--- config.mk ---
export PLATFORM = sky130hd
export DESIGN_NAME = neuron_mac_seq
export DESIGN_NICKNAME = d
export VERILOG_FILES = /design/src/rtl/neuron_mac_seq.sv
export SDC_FILE = /design/constraint.sdc
export NUM_CORES = 1
export LEC_CHECK = 0
export BUFFER_PORTS_ARGS = -buffer_cell sky130_fd_sc_hd__buf_2
export CAP_MARGIN = 20
export CORE_MARGIN = 8
export CORE_UTILIZATION = 54
export DETAILED_ROUTE_END_ITERATION = 10
export GPL_ROUTABILITY_DRIVEN = 0
export GPL_TIMING_DRIVEN = 0
export PLACE_DENSITY = 0.77
export REMOVE_ABC_BUFFERS = 1
export SKIP_CTS_REPAIR_TIMING = 1
export SYNTH_ARGS = -nofsm -noshare
export SYNTH_HDL_FRONTEND = slang
export SYNTH_SLANG_ARGS = --single-unit
--- constraint.sdc ---
create_clock -name clk -period 3.1 [get_ports clk]
set_clock_uncertainty 0.1 [all_clocks]
set_input_delay 0.31 -clock clk [delete_from_list [all_inputs] [get_ports clk]]
set_output_delay 0.31 -clock clk [all_outputs]
set_load 0.05 [all_outputs]
--- src/rtl/neuron_mac_seq.sv ---
// neuron_mac_seq: drives one external pipelined float MAC to compute
// result = bias + sum(w[k]*x[k]). MAC_LAT interleaved partial sums are built
// by feeding mac_out back as the addend, then folded serially on the same MAC.
module neuron_mac_seq #(
  parameter int               D_LEN   = 32,
  parameter int               ADDR_W  = 8,
  parameter int               MAC_LAT = 7,
  parameter logic [D_LEN-1:0] ONE     = 32'h3F80_0000
) (
  input  logic              clk,
  input  logic              rst,
  input  logic              start,
  input  logic [ADDR_W:0]   len,
  input  logic [D_LEN-1:0]  bias,
  output logic              rd_en,
  output logic [ADDR_W-1:0] rd_addr,
  input  logic [D_LEN-1:0]  w_data,
  input  logic [D_LEN-1:0]  x_data,
  output logic [D_LEN-1:0]  mac_mul_a,
  output logic [D_LEN-1:0]  mac_mul_b,
  output logic [D_LEN-1:0]  mac_add_a,
  input  logic [D_LEN-1:0]  mac_out,
  output logic              busy,
  output logic              done,
  output logic [D_LEN-1:0]  result
);

  localparam int LW = $clog2(MAC_LAT + 1);

  typedef enum logic [1:0] {IDLE, RUN, RED} state_t;

  state_t                          state_q, state_d;
  logic [ADDR_W:0]                 len_q, len_d;
  logic [D_LEN-1:0]                bias_q, bias_d;
  logic [LW-1:0]                   m_q, m_d;           // lanes actually filled
  logic                            rd_en_q, rd_en_d;
  logic [ADDR_W-1:0]               rd_addr_q, rd_addr_d;
  logic                            iss_vld_q, iss_vld_d; // read data valid -> issue now
  logic [ADDR_W-1:0]               iss_k_q, iss_k_d;
  logic [MAC_LAT-1:0]              vld_pipe_q, vld_pipe_d; // tracks main issues through the MAC
  logic [LW-1:0]                   lane_q, lane_d;       // bank slot of the arriving mac_out
  logic [MAC_LAT-1:0][D_LEN-1:0]   bank_q, bank_d;
  logic [LW-1:0]                   red_r_q, red_r_d;     // next reduction step
  logic [LW-1:0]                   tmr_q, tmr_d;         // cycles until that step may issue
  logic                            busy_q, busy_d;
  logic                            done_q, done_d;
  logic [D_LEN-1:0]                result_q, result_d;

  logic out_vld, out_last, red_issue;

  assign out_vld   = vld_pipe_q[MAC_LAT-1];
  // Main issues are back to back, so the last result is the one with no successor.
  assign out_last  = out_vld && !vld_pipe_q[MAC_LAT-2];
  assign red_issue = (state_q == RED) && (tmr_q == '0) && (red_r_q != m_q);

  assign rd_en   = rd_en_q;
  assign rd_addr = rd_addr_q;
  assign busy    = busy_q;
  assign done    = done_q;
  assign result  = result_q;

  // MAC operand select: products during the main pass, bank folding during reduction.
  always_comb begin
    mac_mul_a = '0;
    mac_mul_b = '0;
    mac_add_a = '0;
    if (iss_vld_q) begin
      mac_mul_a = x_data;
      mac_mul_b = w_data;
      if (iss_k_q == '0)                mac_add_a = bias_q;
      else if (int'(iss_k_q) < MAC_LAT) mac_add_a = '0;
      else                              mac_add_a = mac_out;
    end else if (red_issue) begin
      mac_mul_a = bank_q[red_r_q];
      mac_mul_b = ONE;
      mac_add_a = (red_r_q == LW'(1)) ? bank_q[0] : mac_out;
    end
  end

  // Next-state: fetch, issue tracking, lane capture and reduction sequencing.
  always_comb begin
    state_d    = state_q;
    len_d      = len_q;
    bias_d     = bias_q;
    m_d        = m_q;
    rd_en_d    = rd_en_q;
    rd_addr_d  = rd_addr_q;
    iss_vld_d  = rd_en_q;
    iss_k_d    = rd_addr_q;
    vld_pipe_d = {vld_pipe_q[MAC_LAT-2:0], iss_vld_q};
    lane_d     = lane_q;
    bank_d     = bank_q;
    red_r_d    = red_r_q;
    tmr_d      = tmr_q;
    busy_d     = busy_q;
    done_d     = 1'b0;
    result_d   = result_q;
    unique case (state_q)
      IDLE: begin
        if (start) begin
          len_d  = len;
          bias_d = bias;
          m_d    = (int'(len) >= MAC_LAT) ? LW'(MAC_LAT) : LW'(len);
          bank_d = '0;
          lane_d = '0;
          if (len == '0) begin
            result_d = bias;
            done_d   = 1'b1;
          end else begin
            state_d   = RUN;
            busy_d    = 1'b1;
            rd_en_d   = 1'b1;
            rd_addr_d = '0;
          end
        end
      end
      RUN: begin
        if (rd_en_q) begin
          if ({1'b0, rd_addr_q} == len_q - (ADDR_W+1)'(1)) rd_en_d   = 1'b0;
          else                                            rd_addr_d = rd_addr_q + 1'b1;
        end
        // Later issues overwrite earlier ones in the same slot, leaving each lane's final sum.
        if (out_vld) begin
          bank_d[lane_q] = mac_out;
          lane_d = (lane_q == LW'(MAC_LAT-1)) ? '0 : lane_q + 1'b1;
        end
        if (out_last) begin
          if (m_q == LW'(1)) begin
            result_d = mac_out;
            done_d   = 1'b1;
            busy_d   = 1'b0;
            state_d  = IDLE;
          end else begin
            state_d = RED;
            red_r_d = LW'(1);
            tmr_d   = '0;
          end
        end
      end
      RED: begin
        if (tmr_q == '0) begin
          if (red_r_q == m_q) begin
            result_d = mac_out;
            done_d   = 1'b1;
            busy_d   = 1'b0;
            state_d  = IDLE;
          end else begin
            red_r_d = red_r_q + 1'b1;
            tmr_d   = LW'(MAC_LAT-1);
          end
        end else begin
          tmr_d = tmr_q - 1'b1;
        end
      end
      default: state_d = IDLE;
    endcase
  end

  // State registers with synchronous reset.
  always_ff @(posedge clk) begin
    if (rst) begin
      state_q    <= IDLE;
      len_q      <= '0;
      bias_q     <= '0;
      m_q        <= '0;
      rd_en_q    <= 1'b0;
      rd_addr_q  <= '0;
      iss_vld_q  <= 1'b0;
      iss_k_q    <= '0;
      vld_pipe_q <= '0;
      lane_q     <= '0;
      bank_q     <= '0;
      red_r_q    <= '0;
      tmr_q      <= '0;
      busy_q     <= 1'b0;
      done_q     <= 1'b0;
      result_q   <= '0;
    end else begin
      state_q    <= state_d;
      len_q      <= len_d;
      bias_q     <= bias_d;
      m_q        <= m_d;
      rd_en_q    <= rd_en_d;
      rd_addr_q  <= rd_addr_d;
      iss_vld_q  <= iss_vld_d;
      iss_k_q    <= iss_k_d;
      vld_pipe_q <= vld_pipe_d;
      lane_q     <= lane_d;
      bank_q     <= bank_d;
      red_r_q    <= red_r_d;
      tmr_q      <= tmr_d;
      busy_q     <= busy_d;
      done_q     <= done_d;
      result_q   <= result_d;
    end
  end

endmodule

# Word-level counts from Yosys, hierarchy flattened
# Index checks and enable logic that the tools add are counted.
# word_totals
register_bits,338
latchBits,0
ramBits,0
rom_bits,0
out_inout_bits,139
elab_cells,142
n_memories,0
# op_classes
addsub,5
n_mul,0
div_mod_pow,0
order_cmp,5
eq_ne,21
shift,0
muxes,68
bitwise_logic,0
reduce_logical,21
# ops
cell,count
two-way mux 32 bit,16
two-way mux 224 bit,2
case mux 224 bit (2 select lines),1
bitwise mux 224 bit,1
binary-select mux 32 bit (select 3 bit),1
demux 32 bit (select 3 bit),1
case mux 32 bit (3 select lines),1
two-way mux 3 bit,12
two-way mux 8 bit,4
two-way mux 30 bit,1
"!= test 2 bit, second input constant",10
case mux 3 bit (2 select lines),3
case mux 8 bit (2 select lines),1
AND reduction 5 bit,3
two-way mux 1 bit,14
AND reduction 7 bit,2
two-way mux 2 bit,6
== test 8 x 9 -> 1 bit,1
"greater-or-equal comparator 9 x 3 -> 1 bit, second input constant",1
zero test 9 bit,1
"subtractor 9 x 1 -> 9 bit, second input constant",1
"adder 8 x 1 -> 8 bit, second input constant",1
zero test 8 bit,1
"less-than comparator 3 x 4 -> 1 bit, second input constant",2
24 further kinds,33

# Logic depth before layout (Yosys ltp)
# depth
depth_word,7
ltp_mapped,10
mapped_depth_nobuf,8

# Worst setup path after synthesis
# No wires, ideal clock.
# synth_timing
path_kind,register to output
startpoint,reg red_r_q[1]
endpoint,out mac_add_a[10]
arrival_ns,3.408
slack_ns,-0.718
path_stages_with_launch,10
n_path_buf,4
path_cell_list,dfxtp_1 buf_1 buf_1 inv_1 ha_1 nand2b_1 clkbuf_1 buf_1 mux2i_1 o21ai_0
# synth_via
elab_chain_cells,4
# synth_rtl
element,line_no,rtl
from (decl),43,"logic [LW-1:0] red_r_q, red_r_d;"
from (signal assigned),190,red_r_q <= red_r_d;
== test 3 x 1 -> 1 bit or != test 3 bit (tied branches),"76, 54",
two-way mux 32 bit or logical AND 1 bit (tied branches),"76, 54",
two-way mux 32 bit (*),73,end else if (red_issue) begin
two-way mux 32 bit (*),67,if (iss_vld_q) begin
to (decl),21,"output logic [D_LEN-1:0] mac_add_a,"
# Every way passes the cells marked *; elsewhere a longest branch is shown, timed or not.

# Worst setup path after layout
# layout_timing
startpoint,reg tmr_q[0]
endpoint,out mac_mul_a[30]
# layout_via
elab_chain_cells,5
# layout_rtl
element,line_no,rtl
from (decl),44,"logic [LW-1:0] tmr_q, tmr_d;"
from (signal assigned),191,tmr_q <= tmr_d;
zero test 3 bit,54,assign red_issue = (state_q == RED) && (tmr_q == '0) && (red_r_q != m_q);
logical AND 1 bit (2 in series),54,
two-way mux 32 bit,73,
two-way mux 32 bit,67,
to (decl),19,"output logic [D_LEN-1:0] mac_mul_a,"
# No other way between the ends.

==> results.yml <==
sta:
  report.final.slew_viol_count: 0
  setup_viol: 0
  rsz0062_at_grt: "yes"
  hold_viol: 9
  fmax_mhz: 324
  final.setup.tns_ns: 0
  fin_crit_sh_pct: 99.4
  tightest_slew_ns: 0.970
  slew_headroom_pct: 35.4
  fin_crit_ns: 3.08
  whs_ns: -0.0227
detailed_routing:
  routed-via-count: 15200
  first_pass_iters: 6
  drt_iter0_drc: 1630
  ant_nets: 0
  vias_per_cell: 6.11
  drc: 0
  wire_per_inst_um: 21.1
  routed_wl_um: 52500
critical_path:
  r2r-start: "state_q[1]"
  rr_endpoint: "bank_q[59]"
  required_ns: 2.69
  crit_buf_inv: 3
  max_stage_delay_ns: 0.63
  cp_max_fo: 45
  start_kind: "flop"
  crit_path_cell_trace: "inv_1, ha_1, nand2_1, or4_4, buf_12, o21ai_0, buf_4"
  critPathCaptureType: "primary output"
  rr_worst_depth: 9
  reg2reg_slack_ns: 0.03
  crit_arrival_ns: 2.67
  cp_slowest_cell: "or4_4"
  cp_top_family: "simple AND/OR/NAND/NOR gates"
  path_class: "flop to primary output"
power_and_ir_drop:
  peakVddDrop_mv: 0.533
  p_clk_share_pct: 25.6
  p_leak_nw: 7.79
  intPower_mw: 9.50
  sw_frac_of_total_pct: 42.8
  power.density_nw_per_um2: 829
  combPwrFrac_pct: 43.7
  power_frac_seq_pct: 30.7
  switchingPower_mw: 7.10
  total_power_mw: 16.6
clocking:
  clock_latency_ns: 0.52
  clk_pin_slew_ns: 0.06
  cts-root-buf: "clkbuf_16"
  cts.sink_count: 338
  cts_tree: "built"
  clk_path_buf_depth: 3
  htree_num_levels: 2
  cts_buffers: 37
logic_synthesis:
  synth_ff_type: "dfxtp_1"
  synthArstFlopShare_pct: 0
  synthCells: 1838
  synth-edff-count: 0
  ys_seq_elements: 338
  ys_types: 57
  yosys_warnings: 0
  syn_area_per_cell_um2: 8.69
  syn_area_um2: 16000
  synth-seq-area-share_pct: 42.4
global_route:
  track_usage_pct: 26.9
  grt_max_degree: 122
  grt_pass1_vias: 14600
  gr-total-overflow: 0
  grt_pass1_wl_um: 78700
  antenna_found_initial: 0
run_status:
  status: "finished with violations"
  failed_checks: "negative hold slack"
die:
  rows: 63
  core_area_um2: 29400
  die_w_um: 188
  die_h_um: 188
  top_level_ports: 279
  start_util_pct: 54.3
  dieArea_um2: 35300
worst_hold_path:
  hold_depth: 2
  worstHoldPathType: "primary input to flop"
  min-delay-start: "mac_out[24]"
  holdPathEnd: "bank_q[216]"
layout:
  final_nets: 2230
  syn2layout_area_growth_pct: 25.5
  drive_above_1_share_pct: 23.4
  num-fill-cells: 2202
place:
  numPortBuffers: 278
  hpwl_um: 32200
run:
  max_cap_violations: 0
[cells by family after synthesis]
family                     share of synthesized area, %
and+or+nand+nor                                    16.5
muxes                                              11.0
buffers and inverters                              5.11
adders and majority gates                         0.784
DFF                                                42.4
xor gates and xnor gates                          0.658
AOI/OAI and AO/OA                                  23.6
[synth_stat cells (all sizes together), types with 10 or more instances]
cell	count	area [um^2]
dfxtp	338	6770
nor2	248	931
nand2	231	867
a22oi	194	1460
clkbuf	170	638
o21ai	112	561
mux2i	102	1020
a22o	64	561
and2	61	382
a21oi	55	275
a211oi	37	418
o211ai	34	255
mux4	32	721
buf	24	125
nor2b	18	113
inv	14	52.6
nand2b	11	68.8
nor3	11	55.1
ha	10	125
nand3	10	50.1
[worst register-to-register path, delay by kind of cell, from the launching register on]
kind | cells | cell delay (ns)
buf+inv | 3 | 0.59
compound gates | 2 | 0.69
fa+ha+maj | 1 | 0.25
simple gates | 3 | 0.89
flops | 1 | 0.42
[flip-flops by register name, indices dropped and copies added, names as in the netlist, 3 cells and up]
signal	count
tmr_q	3
rd_addr	8
lane_q	3
red_r_q	3
vld_pipe_q	7
iss_k_q	8
m_q	3
bias_q	32
len_q	9
result	32
bank_q	224
[final cells by class]
type | instances | area (um^2) | share of cell area (%)
diodes | 1 | 2.50 | 0.0125
clock buffers | 54 | 1100 | 5.50
clock inverters | 6 | 58.8 | 0.294
inverters | 14 | 52.6 | 0.262
multi-input cells | 1293 | 8610 | 43.0
flip-flops and latches | 338 | 6780 | 33.9
well taps | 390 | 488 | 2.44
repair buffers | 396 | 2930 | 14.6
[per-layer routing]
| metal | vias to the layer above | part of all wire, % | GRT usage [%] |
|---|---|---|---|
| li1 | 7026 | - | - |
| met1 | 7311 | 40 | 33.3 |
| met2 | 783 | 49 | 46.3 |
| met3 | 116 | 8.8 | 5.16 |
| met4 | 0 | 2.6 | 8.82 |
| met5 | - | 0 | 0 |
[through the flow]
step | cell area, um^2 | instances | setup WS, ns | hold WS, ns | util [%]
after floorplan | 15200 | 1644 | -2.55 | 0.275 | -
after global placement | 17100 | 2312 | -7.82 | 0.316 | 58.1
after detailed placement | 17900 | 2352 | -0.709 | 0.323 | 60.8
after CTS | 19000 | 2412 | -0.871 | -0.0712 | 64.8
after global routing | 20000 | 2491 | -0.0699 | -0.000598 | 68.1
final | 20000 | 2492 | 0.0180 | -0.0227 | 68.1
[power by group through the flow]
| stage | logic (mW) | clock network, mW | registers, mW |
|---|---|---|---|
| after floorplan | 3.52 | 0 | 5.91 |
| after global placement | 5.97 | 0 | 5.32 |
| after detailed placement | 6.71 | 0 | 5.21 |
| after CTS | 6.73 | 4.31 | 5.12 |
| after global routing | 7.64 | 4.48 | 5.15 |
| final | 7.25 | 4.26 | 5.10 |
[worst max-delay path by stage]
stage,cells past startpoint,slack (ns),from,endpoint
after floorplan,6,-2.55,red_r_q[0],result[10]
after global placement,3,-7.82,rst,bank_q[202]
after detailed placement,12,-0.71,state_q[1],bank_q[208]
after CTS,6,-0.87,red_r_q[2],mac_mul_a[20]
after global routing,12,-0.07,state_q[1],bank_q[208]
final,7,0.02,tmr_q[0],mac_mul_a[30]
[cells in the final DEF (no fill, tap or decap), drive strengths merged, types with 10 or more instances in the layout]
cell / count
ha: 10
nand2b: 11
nor2b: 18
nand2: 231
a22oi: 194
inv: 15
dlygate4sd3: 55
nor2: 248
o21ai: 112
nand3: 10
dfxtp: 338
a211oi: 37
a21oi: 55
a22o: 64
buf: 326
and2: 61
o211ai: 34
mux4: 32
mux2i: 102
nor3: 11
clkbuf: 69
(Power assumes the default switching activity.)
